==> src/rtl/mem_port_arbiter_pkg.sv <==
// Shared types for the IF/LSU memory port arbiter.
package mem_port_arbiter_pkg;

   typedef enum logic [2:0] {
      IDLE,
      REQ_IF,
      REQ_LSU,
      RSP_IF,
      RSP_LSU
   } arb_state_t;

   typedef enum logic {
      ARB_IF,
      ARB_LSU
   } arb_src_t;

   // LSU wins unless IF is competing and the LSU has used up its streak.
   function automatic arb_src_t arb_pick(input logic if_req_i,
                                         input logic lsu_req_i,
                                         input logic streak_full_i);
      if (lsu_req_i && !(if_req_i && streak_full_i)) begin
         return ARB_LSU;
      end
      return ARB_IF;
   endfunction

endpackage

==> src/rtl/mem_port_arbiter_if.sv <==
// Requester and bus signals of the arbiter; slave is the arbiter's view,
// master is the view of whatever drives the requesters and the bus.
interface mem_port_arbiter_if #(
   parameter int XLEN = 32
);
   logic              i_if_req;
   logic [XLEN-1:0]   i_if_addr;
   logic              i_if_flush;
   logic              o_if_rvalid;
   logic [XLEN-1:0]   o_if_rdata;
   logic              o_stall_if;

   logic              i_lsu_req;
   logic              i_lsu_we;
   logic [XLEN/8-1:0] i_lsu_be;
   logic [XLEN-1:0]   i_lsu_addr;
   logic [XLEN-1:0]   i_lsu_wdata;
   logic              o_lsu_rvalid;
   logic [XLEN-1:0]   o_lsu_rdata;
   logic              o_stall_mem;

   logic              o_bus_req;
   logic              o_bus_we;
   logic [XLEN/8-1:0] o_bus_be;
   logic [XLEN-1:0]   o_bus_addr;
   logic [XLEN-1:0]   o_bus_wdata;
   logic              i_bus_gnt;
   logic              i_bus_rvalid;
   logic [XLEN-1:0]   i_bus_rdata;

   modport slave (
      input  i_if_req, i_if_addr, i_if_flush,
      output o_if_rvalid, o_if_rdata, o_stall_if,
      input  i_lsu_req, i_lsu_we, i_lsu_be, i_lsu_addr, i_lsu_wdata,
      output o_lsu_rvalid, o_lsu_rdata, o_stall_mem,
      output o_bus_req, o_bus_we, o_bus_be, o_bus_addr, o_bus_wdata,
      input  i_bus_gnt, i_bus_rvalid, i_bus_rdata
   );

   modport master (
      output i_if_req, i_if_addr, i_if_flush,
      input  o_if_rvalid, o_if_rdata, o_stall_if,
      output i_lsu_req, i_lsu_we, i_lsu_be, i_lsu_addr, i_lsu_wdata,
      input  o_lsu_rvalid, o_lsu_rdata, o_stall_mem,
      input  o_bus_req, o_bus_we, o_bus_be, o_bus_addr, o_bus_wdata,
      output i_bus_gnt, i_bus_rvalid, i_bus_rdata
   );
endinterface

==> src/rtl/mem_port_arbiter.sv <==
// Shares one memory bus between instruction fetch and the LSU, one
// transaction in flight, LSU priority with a starvation guard for IF.
//
// state   | meaning
// IDLE    | arbitrate between IF and LSU requests
// REQ_IF  | fetch request on the bus, waiting for gnt
// REQ_LSU | load/store request on the bus, waiting for gnt
// RSP_IF  | fetch granted, waiting for rvalid (dropped if killed)
// RSP_LSU | load/store granted, waiting for rvalid
module mem_port_arbiter
   import mem_port_arbiter_pkg::*;
#(
   parameter int XLEN           = 32,
   parameter int MAX_LSU_STREAK = 4
) (
   input logic              i_clk,
   input logic              i_rst,
   mem_port_arbiter_if.slave mp
);

   localparam int                  STREAK_W   = $clog2(MAX_LSU_STREAK + 1);
   localparam logic [STREAK_W-1:0] STREAK_MAX = STREAK_W'(MAX_LSU_STREAK);

   arb_state_t          state_q, state_d;
   logic [STREAK_W-1:0] streak_q, streak_d;
   logic                kill_q, kill_d;
   logic [XLEN-1:0]     addr_q, addr_d;
   logic [XLEN-1:0]     wdata_q, wdata_d;
   logic [XLEN/8-1:0]   be_q, be_d;
   logic                we_q, we_d;
   logic                if_win, lsu_win;
   logic                if_cand;
   arb_src_t            winner;

   // A flush in IDLE means the presented fetch address is already stale.
   assign if_cand = mp.i_if_req & ~mp.i_if_flush;
   assign winner  = arb_pick(if_cand, mp.i_lsu_req, streak_q == STREAK_MAX);

   always_ff @(posedge i_clk or posedge i_rst) begin
      if (i_rst) begin
         state_q  <= IDLE;
         streak_q <= '0;
         kill_q   <= 1'b0;
         addr_q   <= '0;
         wdata_q  <= '0;
         be_q     <= '0;
         we_q     <= 1'b0;
      end else begin
         state_q  <= state_d;
         streak_q <= streak_d;
         kill_q   <= kill_d;
         addr_q   <= addr_d;
         wdata_q  <= wdata_d;
         be_q     <= be_d;
         we_q     <= we_d;
      end
   end

   always_comb begin
      state_d = state_q;
      kill_d  = kill_q;
      addr_d  = addr_q;
      wdata_d = wdata_q;
      be_d    = be_q;
      we_d    = we_q;
      if_win  = 1'b0;
      lsu_win = 1'b0;

      case (state_q)
         IDLE: begin
            if (mp.i_lsu_req || if_cand) begin
               if (winner == ARB_LSU) begin
                  lsu_win = 1'b1;
                  state_d = REQ_LSU;
                  addr_d  = mp.i_lsu_addr;
                  wdata_d = mp.i_lsu_wdata;
                  be_d    = mp.i_lsu_be;
                  we_d    = mp.i_lsu_we;
               end else begin
                  if_win  = 1'b1;
                  state_d = REQ_IF;
                  addr_d  = mp.i_if_addr;
                  wdata_d = '0;
                  be_d    = '1;
                  we_d    = 1'b0;
               end
            end
         end
         REQ_IF: begin
            if (mp.i_if_flush) kill_d = 1'b1;
            if (mp.i_bus_gnt) state_d = RSP_IF;
         end
         REQ_LSU: begin
            if (mp.i_bus_gnt) state_d = RSP_LSU;
         end
         RSP_IF: begin
            if (mp.i_if_flush) kill_d = 1'b1;
            if (mp.i_bus_rvalid) begin
               state_d = IDLE;
               kill_d  = 1'b0;
            end
         end
         RSP_LSU: begin
            if (mp.i_bus_rvalid) state_d = IDLE;
         end
         default: state_d = IDLE;
      endcase

      streak_d = streak_q;
      if (!mp.i_if_req || if_win) begin
         streak_d = '0;
      end else if (lsu_win && streak_q != STREAK_MAX) begin
         streak_d = streak_q + 1'b1;
      end
   end

   assign mp.o_bus_req   = (state_q == REQ_IF) || (state_q == REQ_LSU);
   assign mp.o_bus_we    = we_q;
   assign mp.o_bus_be    = be_q;
   assign mp.o_bus_addr  = addr_q;
   assign mp.o_bus_wdata = wdata_q;

   assign mp.o_if_rvalid  = (state_q == RSP_IF) & mp.i_bus_rvalid & ~kill_q;
   assign mp.o_lsu_rvalid = (state_q == RSP_LSU) & mp.i_bus_rvalid;
   assign mp.o_if_rdata   = mp.i_bus_rdata;
   assign mp.o_lsu_rdata  = mp.i_bus_rdata;

   // Requests are still held during reset; keep the stalls quiet until release.
   assign mp.o_stall_if  = mp.i_if_req  & ~mp.o_if_rvalid  & ~i_rst;
   assign mp.o_stall_mem = mp.i_lsu_req & ~mp.o_lsu_rvalid & ~i_rst;

endmodule

==> src/flat_wrapper.sv <==
// flat-port wrapper written by rule: the top's interface ports become plain ports
module mem_port_arbiter_flat import mem_port_arbiter_pkg::*;
#(
   parameter int XLEN           = 32,
   parameter int MAX_LSU_STREAK = 4
)
  (i_clk, i_rst, mp_i_if_req, mp_i_if_addr, mp_i_if_flush, mp_o_if_rvalid, mp_o_if_rdata, mp_o_stall_if, mp_i_lsu_req, mp_i_lsu_we, mp_i_lsu_be, mp_i_lsu_addr, mp_i_lsu_wdata, mp_o_lsu_rvalid, mp_o_lsu_rdata, mp_o_stall_mem, mp_o_bus_req, mp_o_bus_we, mp_o_bus_be, mp_o_bus_addr, mp_o_bus_wdata, mp_i_bus_gnt, mp_i_bus_rvalid, mp_i_bus_rdata);
  mem_port_arbiter_if #(.XLEN(XLEN)) mp_i ();
  input logic i_clk;
  input logic i_rst;
  input wire logic [$bits(mp_i.i_if_req)-1:0] mp_i_if_req;
  input wire logic [$bits(mp_i.i_if_addr)-1:0] mp_i_if_addr;
  input wire logic [$bits(mp_i.i_if_flush)-1:0] mp_i_if_flush;
  output wire logic [$bits(mp_i.o_if_rvalid)-1:0] mp_o_if_rvalid;
  output wire logic [$bits(mp_i.o_if_rdata)-1:0] mp_o_if_rdata;
  output wire logic [$bits(mp_i.o_stall_if)-1:0] mp_o_stall_if;
  input wire logic [$bits(mp_i.i_lsu_req)-1:0] mp_i_lsu_req;
  input wire logic [$bits(mp_i.i_lsu_we)-1:0] mp_i_lsu_we;
  input wire logic [$bits(mp_i.i_lsu_be)-1:0] mp_i_lsu_be;
  input wire logic [$bits(mp_i.i_lsu_addr)-1:0] mp_i_lsu_addr;
  input wire logic [$bits(mp_i.i_lsu_wdata)-1:0] mp_i_lsu_wdata;
  output wire logic [$bits(mp_i.o_lsu_rvalid)-1:0] mp_o_lsu_rvalid;
  output wire logic [$bits(mp_i.o_lsu_rdata)-1:0] mp_o_lsu_rdata;
  output wire logic [$bits(mp_i.o_stall_mem)-1:0] mp_o_stall_mem;
  output wire logic [$bits(mp_i.o_bus_req)-1:0] mp_o_bus_req;
  output wire logic [$bits(mp_i.o_bus_we)-1:0] mp_o_bus_we;
  output wire logic [$bits(mp_i.o_bus_be)-1:0] mp_o_bus_be;
  output wire logic [$bits(mp_i.o_bus_addr)-1:0] mp_o_bus_addr;
  output wire logic [$bits(mp_i.o_bus_wdata)-1:0] mp_o_bus_wdata;
  input wire logic [$bits(mp_i.i_bus_gnt)-1:0] mp_i_bus_gnt;
  input wire logic [$bits(mp_i.i_bus_rvalid)-1:0] mp_i_bus_rvalid;
  input wire logic [$bits(mp_i.i_bus_rdata)-1:0] mp_i_bus_rdata;
  assign mp_i.i_if_req = mp_i_if_req;
  assign mp_i.i_if_addr = mp_i_if_addr;
  assign mp_i.i_if_flush = mp_i_if_flush;
  assign mp_o_if_rvalid = mp_i.o_if_rvalid;
  assign mp_o_if_rdata = mp_i.o_if_rdata;
  assign mp_o_stall_if = mp_i.o_stall_if;
  assign mp_i.i_lsu_req = mp_i_lsu_req;
  assign mp_i.i_lsu_we = mp_i_lsu_we;
  assign mp_i.i_lsu_be = mp_i_lsu_be;
  assign mp_i.i_lsu_addr = mp_i_lsu_addr;
  assign mp_i.i_lsu_wdata = mp_i_lsu_wdata;
  assign mp_o_lsu_rvalid = mp_i.o_lsu_rvalid;
  assign mp_o_lsu_rdata = mp_i.o_lsu_rdata;
  assign mp_o_stall_mem = mp_i.o_stall_mem;
  assign mp_o_bus_req = mp_i.o_bus_req;
  assign mp_o_bus_we = mp_i.o_bus_we;
  assign mp_o_bus_be = mp_i.o_bus_be;
  assign mp_o_bus_addr = mp_i.o_bus_addr;
  assign mp_o_bus_wdata = mp_i.o_bus_wdata;
  assign mp_i.i_bus_gnt = mp_i_bus_gnt;
  assign mp_i.i_bus_rvalid = mp_i_bus_rvalid;
  assign mp_i.i_bus_rdata = mp_i_bus_rdata;
  mem_port_arbiter #(.XLEN(XLEN), .MAX_LSU_STREAK(MAX_LSU_STREAK)) u_core (.i_clk(i_clk), .i_rst(i_rst), .mp(mp_i));
endmodule
==> config.mk <==
export PLATFORM = sky130hd
export DESIGN_NAME = mem_port_arbiter_flat
export DESIGN_NICKNAME = d
export VERILOG_FILES = /design/src/rtl/mem_port_arbiter_pkg.sv /design/src/rtl/mem_port_arbiter_if.sv /design/src/rtl/mem_port_arbiter.sv /design/src/flat_wrapper.sv
export SDC_FILE = /design/constraint.sdc
export NUM_CORES = 1
export LEC_CHECK = 0
export CORE_ASPECT_RATIO = 1.4
export CORE_MARGIN = 4
export CORE_UTILIZATION = 38
export DETAILED_ROUTE_END_ITERATION = 12
export PLACE_DENSITY = 0.87
export SYNTH_ARGS = -nofsm -noshare
export SYNTH_HDL_FRONTEND = slang
export SYNTH_SLANG_ARGS = --single-unit
export TNS_END_PERCENT = 20
==> constraint.sdc <==
create_clock -name i_clk -period 7.2 [get_ports i_clk]
set_input_delay 1.08 -clock i_clk [delete_from_list [all_inputs] [get_ports i_clk]]
set_output_delay 1.08 -clock i_clk [all_outputs]
set_load 0.1 [all_outputs]
# Word-level counts from Yosys, hierarchy flattened
# Cells that the tools add are included.
[op_classes]
add_sub_neg = 1
multipliers = 0
div = 0
n_lt_le_gt_ge = 0
eq_ne = 10
shifts = 0
n_mux = 24
n_bitwise = 13
reduce_logical = 14
[ops]
columns = ["operator", "n"]
rows = [
  ["32-bit two-way mux", 2],
  ["3-bit two-way mux", 6],
  ["1-bit two-way mux", 12],
  ["3-bit one-hot mux with 4 select lines", 1],
  ["1-bit AND", 8],
  ["3-bit by 2-bit equality test with 1-bit output (second input constant)", 2],
  ["3-bit equality test (second input constant)", 2],
  ["1-bit inverter", 5],
  ["4-bit two-way mux", 1],
  ["2-bit by 1-bit inequality test with 1-bit output (second input constant)", 2],
  ["2-bit inequality test (second input constant)", 2],
  ["4-bit AND reduction", 1],
  ["2-bit nonzero test", 2],
  ["3-bit by 1-bit adder with 3-bit output (second input constant)", 1],
  ["3-bit by 1-bit equality test with 1-bit output (second input constant)", 1],
  ["1-bit logical AND", 3],
  ["3-bit logical NOT", 1],
  ["1-bit logical OR", 3],
  ["3-bit inequality test (second input constant)", 1],
  ["1-bit logical NOT", 2],
  ["2-bit two-way mux", 1],
  ["1-bit one-hot mux with 2 select lines", 1],
  ["2-bit AND reduction", 1],
  ["2-bit OR reduction", 1],
]
[word_totals]
reg_bits = 76
latch_bits = 0
ramBits = 0
mem_bits_ro = 0
out_inout_bits = 138
wordCells = 69
mem_count = 0

# Depth between registers and ports, before layout
[logic_depth]
word_depth = 13
depth_mapped = 7
mapped_depth_nobuf = 5

# Worst setup path after synthesis
# OpenSTA, ideal clock, no wires.
[synth_timing]
path_type = "input port to output port"
startpoint = "input port mp_i_bus_rvalid"
endpoint = "output port mp_o_stall_mem"
t_arrival_ps = 4670
t_required_ps = 6120
slack_ps = 1450
stages = 3
cell_sequence = "nand2_1 nor3_1 nor3_1"
[synth_via]
elab_chain_cells = 4
[synth_lines]
columns = ["element", "line_no", "source"]
rows = [
  ["start: declaration", "flat_wrapper.sv:31", "input wire logic [$bits(mp_i.i_bus_rvalid)-1:0] mp_i_bus_rvalid;"],
  ["1-bit AND", "mem_port_arbiter.sv:124", "assign mp.o_lsu_rvalid = (state_q == RSP_LSU) & mp.i_bus_rvalid;"],
  ["named net mp_o_lsu_rvalid", "flat_wrapper.sv:22", "output wire logic [$bits(mp_i.o_lsu_rvalid)-1:0] mp_o_lsu_rvalid;"],
  ["1-bit inverter", "mem_port_arbiter.sv:130", "assign mp.o_stall_mem = mp.i_lsu_req & ~mp.o_lsu_rvalid & ~i_rst;"],
  ["1-bit AND (2 in series)", "mem_port_arbiter.sv:130", ""],
  ["end: declaration", "flat_wrapper.sv:24", "output wire logic [$bits(mp_i.o_stall_mem)-1:0] mp_o_stall_mem;"],
]
# The timed path passes the listed nets, and every way through them passes these cells.

# Worst setup path after layout
[layout_timing]
startpoint = "input port mp_i_lsu_req"
endpoint = "output port mp_o_stall_mem"
[layout_via]
elab_chain_cells = 2
[layout_lines]
columns = ["element", "line_no", "source"]
rows = [
  ["start: declaration", "flat_wrapper.sv:17", "input wire logic [$bits(mp_i.i_lsu_req)-1:0] mp_i_lsu_req;"],
  ["1-bit AND (2 in series)", "mem_port_arbiter.sv:130", ""],
]
# No other way between the ends.

==> run summary <==
status -> complete, no violations
count of buffers from port buffering -> 181
Core Region -> 9950 µm²
TritonCTS buffer count -> 9
WS Path Type -> primary input to output port
via/cell ratio -> 5.49
simple-gate share of the synthesized area -> 4.23%
crit-path most repeated cell -> clkdlybuf4s50_1
drt first pass iters -> 4
Reg area -> 1900 µm²
synthesized area per cell -> 11.9 µm²
total number of vias -> 3104
critical path endpoint category -> output port
Post-synth EDFFs -> 0
Detail Route Antenna Nets -> 0
Slew @ Worst Pin -> 1.28 ns
chip height -> 127 µm
grt ovf -> 0
mux share of post-synthesis cell area -> 0%
largest delay contributor family on the critical path -> buffers and inverters
number of DRC markers in iteration 0 -> 169
synth top area cells -> dfrtp_1 (49%), buf_4 (13%), o2111a_1 (9.3%), a221o_1 (8.3%), a22o_1 (7.5%)
compound-cell area share of the yosys netlist -> 28.9%
H-tree depth -> 3
post-synthesis register bit count -> 76
Distinct cells, synth -> 37
reg-to-reg startpoint -> u_core.state_q[0]$_DFFE_PP0P_
root buf cell -> clkbuf_16
slowest stage delay, CP -> 1.18 ns
Post-Route WL -> 11.0 mm
adder-cell share of the synthesized area -> 0.646%
Routability Congestion -> 0.764
Syn Nets -> 468
placed insts -> 549
hpwl dp -> 7.75 mm
largest net degree at the start of global routing -> 77
Final Hold Fails -> 0
share of cells above drive strength 1 -> 6.51%
die area -> 11900 µm²
CTS tree -> done
area grow syn2layout -> 43.4%
f_max -> 0.186 GHz
CP Data Arrival Time -> 4.31 ns
fin. max-slew vios -> 0
Worst-Skew Late Latency -> 0.33 ns
Gate Count Post-Synth -> 326
largest family of logic cells by synthesized area -> compound AO/OA/AOI/OAI gates
fillers -> 817
# setup viols final -> 0
Period minus WS final -> 5.39 ns
Mapped Area -> 3870 µm²
first-pass GRT wire length -> 17.6 mm
worst-path fanout max -> 34
crit path buf inv count -> 3
post-cts sizing count -> 0
clock tree buffer depth -> 2
Synth top area share -> 49.1%
DRC violations left -> 0
R2R cell count -> 4
cell taking the most area after synthesis -> dfrtp_1
die width -> 93.3 µm
setup TNS -> 0 ns
Routed WL per cell -> 19.5 µm
hold depth -> 1
Cell Chain, Critical Path -> clkdlybuf4s50_1 -> clkinv_1 -> nor3_1 -> clkdlybuf4s50_1
Synth warnings -> 0
ant diodes -> 0
Worst slew margin -> 14.4%
fin nets -> 567
Post-synth top flop -> dfrtp_1
FFs w/ async S/R, synth -> 100%
Worst Hold Path EP -> u_core.kill_q$_DFFE_PP0P_
IO Count -> 278
startpoint class of the critical path -> primary input
CTS Sinks -> 76
commonest cells after routing, fill and taps aside -> clkdlybuf4s50_1 (181), dfrtp_1 (76), a22o_1 (33)
required time worst endpoint -> 6.12 ns
CTS Hold Bufs -> 0
sequential area share after synthesis -> 49.1%
Final Cycle Share -> 74.8%
XOR/XNOR Fraction of Synth Area -> 0.226%
vias in the first global route -> 3447
Reg2Reg Setup Slack -> 4.62 ns
hold_sp -> u_core.kill_q$_DFFE_PP0P_
Worst path slowest cell -> clkdlybuf4s50_1
Max Cap Viol -> 0
Worst Clk Skew -> 0.00772 ns
Clk pin slew, worst setup/hold paths -> 0.05 ns
final core area utilization -> 55.8%
initial antenna violation count -> 0
RSZ-0062 raised after global routing -> no
worst min path class -> register to register
gr usage total -> 18.7%
most common cell after layout, fill and taps aside -> clkdlybuf4s50_1
Non-Filler Instances -> 565
Rows -> 43
Initial Util -> 38.9%
area of the multi-input gates -> 1330 µm²
Worst R2R End -> u_core.mp.o_bus_addr[20]$_DFFE_PP0P_
Setup Buffers After CTS -> 0
how the worst max path moves through the flow:
stage | start | end | slack (ns) | cells past startpoint
after global placement | mp_i_lsu_req | mp_o_stall_mem | 1.97 | 4
final | mp_i_lsu_req | mp_o_stall_mem | 1.81 | 4
after detailed placement | mp_i_lsu_req | mp_o_stall_mem | 1.86 | 4
after global routing | mp_i_lsu_req | mp_o_stall_mem | 1.60 | 4
after floorplan | mp_i_bus_rvalid | mp_o_stall_mem | 1.45 | 3
after CTS | mp_i_lsu_req | mp_o_stall_mem | 1.84 | 4
cells by family after synthesis:
group,count (synthesis)
AOI/OAI and AO/OA,118
buffers and inverters,103
DFF,76
and+or+nand+nor,26
adders and majority gates,2
xor gates and xnor gates,1
final cells by class:
| class | count | area share (%) |
|---|---|---|
| clock buffer | 11 | 4.55 |
| clock inverter | 5 | 0.653 |
| inverter | 6 | 0.405 |
| multi-input combinational | 147 | 23.9 |
| sequential | 76 | 34.2 |
| tap | 135 | 3.04 |
| timing repair buffer | 185 | 33.2 |
layer usage:
metal | vias up | global-route usage (%) | wire (µm)
li1 | 1398 | - | -
met1 | 1499 | 21.3 | 4070
met4 | 0 | 11.9 | 563
met2 | 148 | 31.6 | 5630
met5 | - | 0 | 0
met3 | 59 | 3.77 | 737
state kept, by name, summed over array words and instances, names as in the netlist:
| signal | flops |
|---|---|
| u_core.mp.o_bus_we | 1 |
| u_core.mp.o_bus_addr | 32 |
| u_core.streak_q | 3 |
| u_core.state_q | 3 |
| u_core.mp.o_bus_wdata | 32 |
| u_core.kill_q | 1 |
| u_core.mp.o_bus_be | 4 |
stage by stage:
stage	worst slack, ns	cell area [µm²]	hold WS [ns]
2_1_floorplan	1.45	3870	0.464
3_3_place_gp	1.97	5270	0.476
3_5_place_dp	1.86	5270	0.481
4_1_cts	1.84	5550	0.494
5_1_grt	1.60	5550	0.512
6_report	1.81	5550	0.489
synthesized netlist by cell type, types with 2 or more instances:
library cell  instances
or3_1                 3
nor3_1                3
a221o_1              32
a22o_1               33
buf_2                12
inv_1                 5
dfrtp_1              76
a211oi_1              4
o21ai_0               3
buf_4                65
nand4b_1              2
o22a_1                4
o2111a_1             32
nand3b_1              2
clkbuf_1             19
nor2_1                2
nand2_1               5
a21oi_1               4
ha_1                  2
worst register-to-register path, cell delays in order (launching register included):
cell and delay (ns):
dfrtp_1 0.51, nor3_4 0.22, buf_4 0.39, and3_2 1.06
a221o_1 0.35
Power is not shown: default switching activity piles up to over one toggle a cycle in this logic, so the estimate is an artifact.
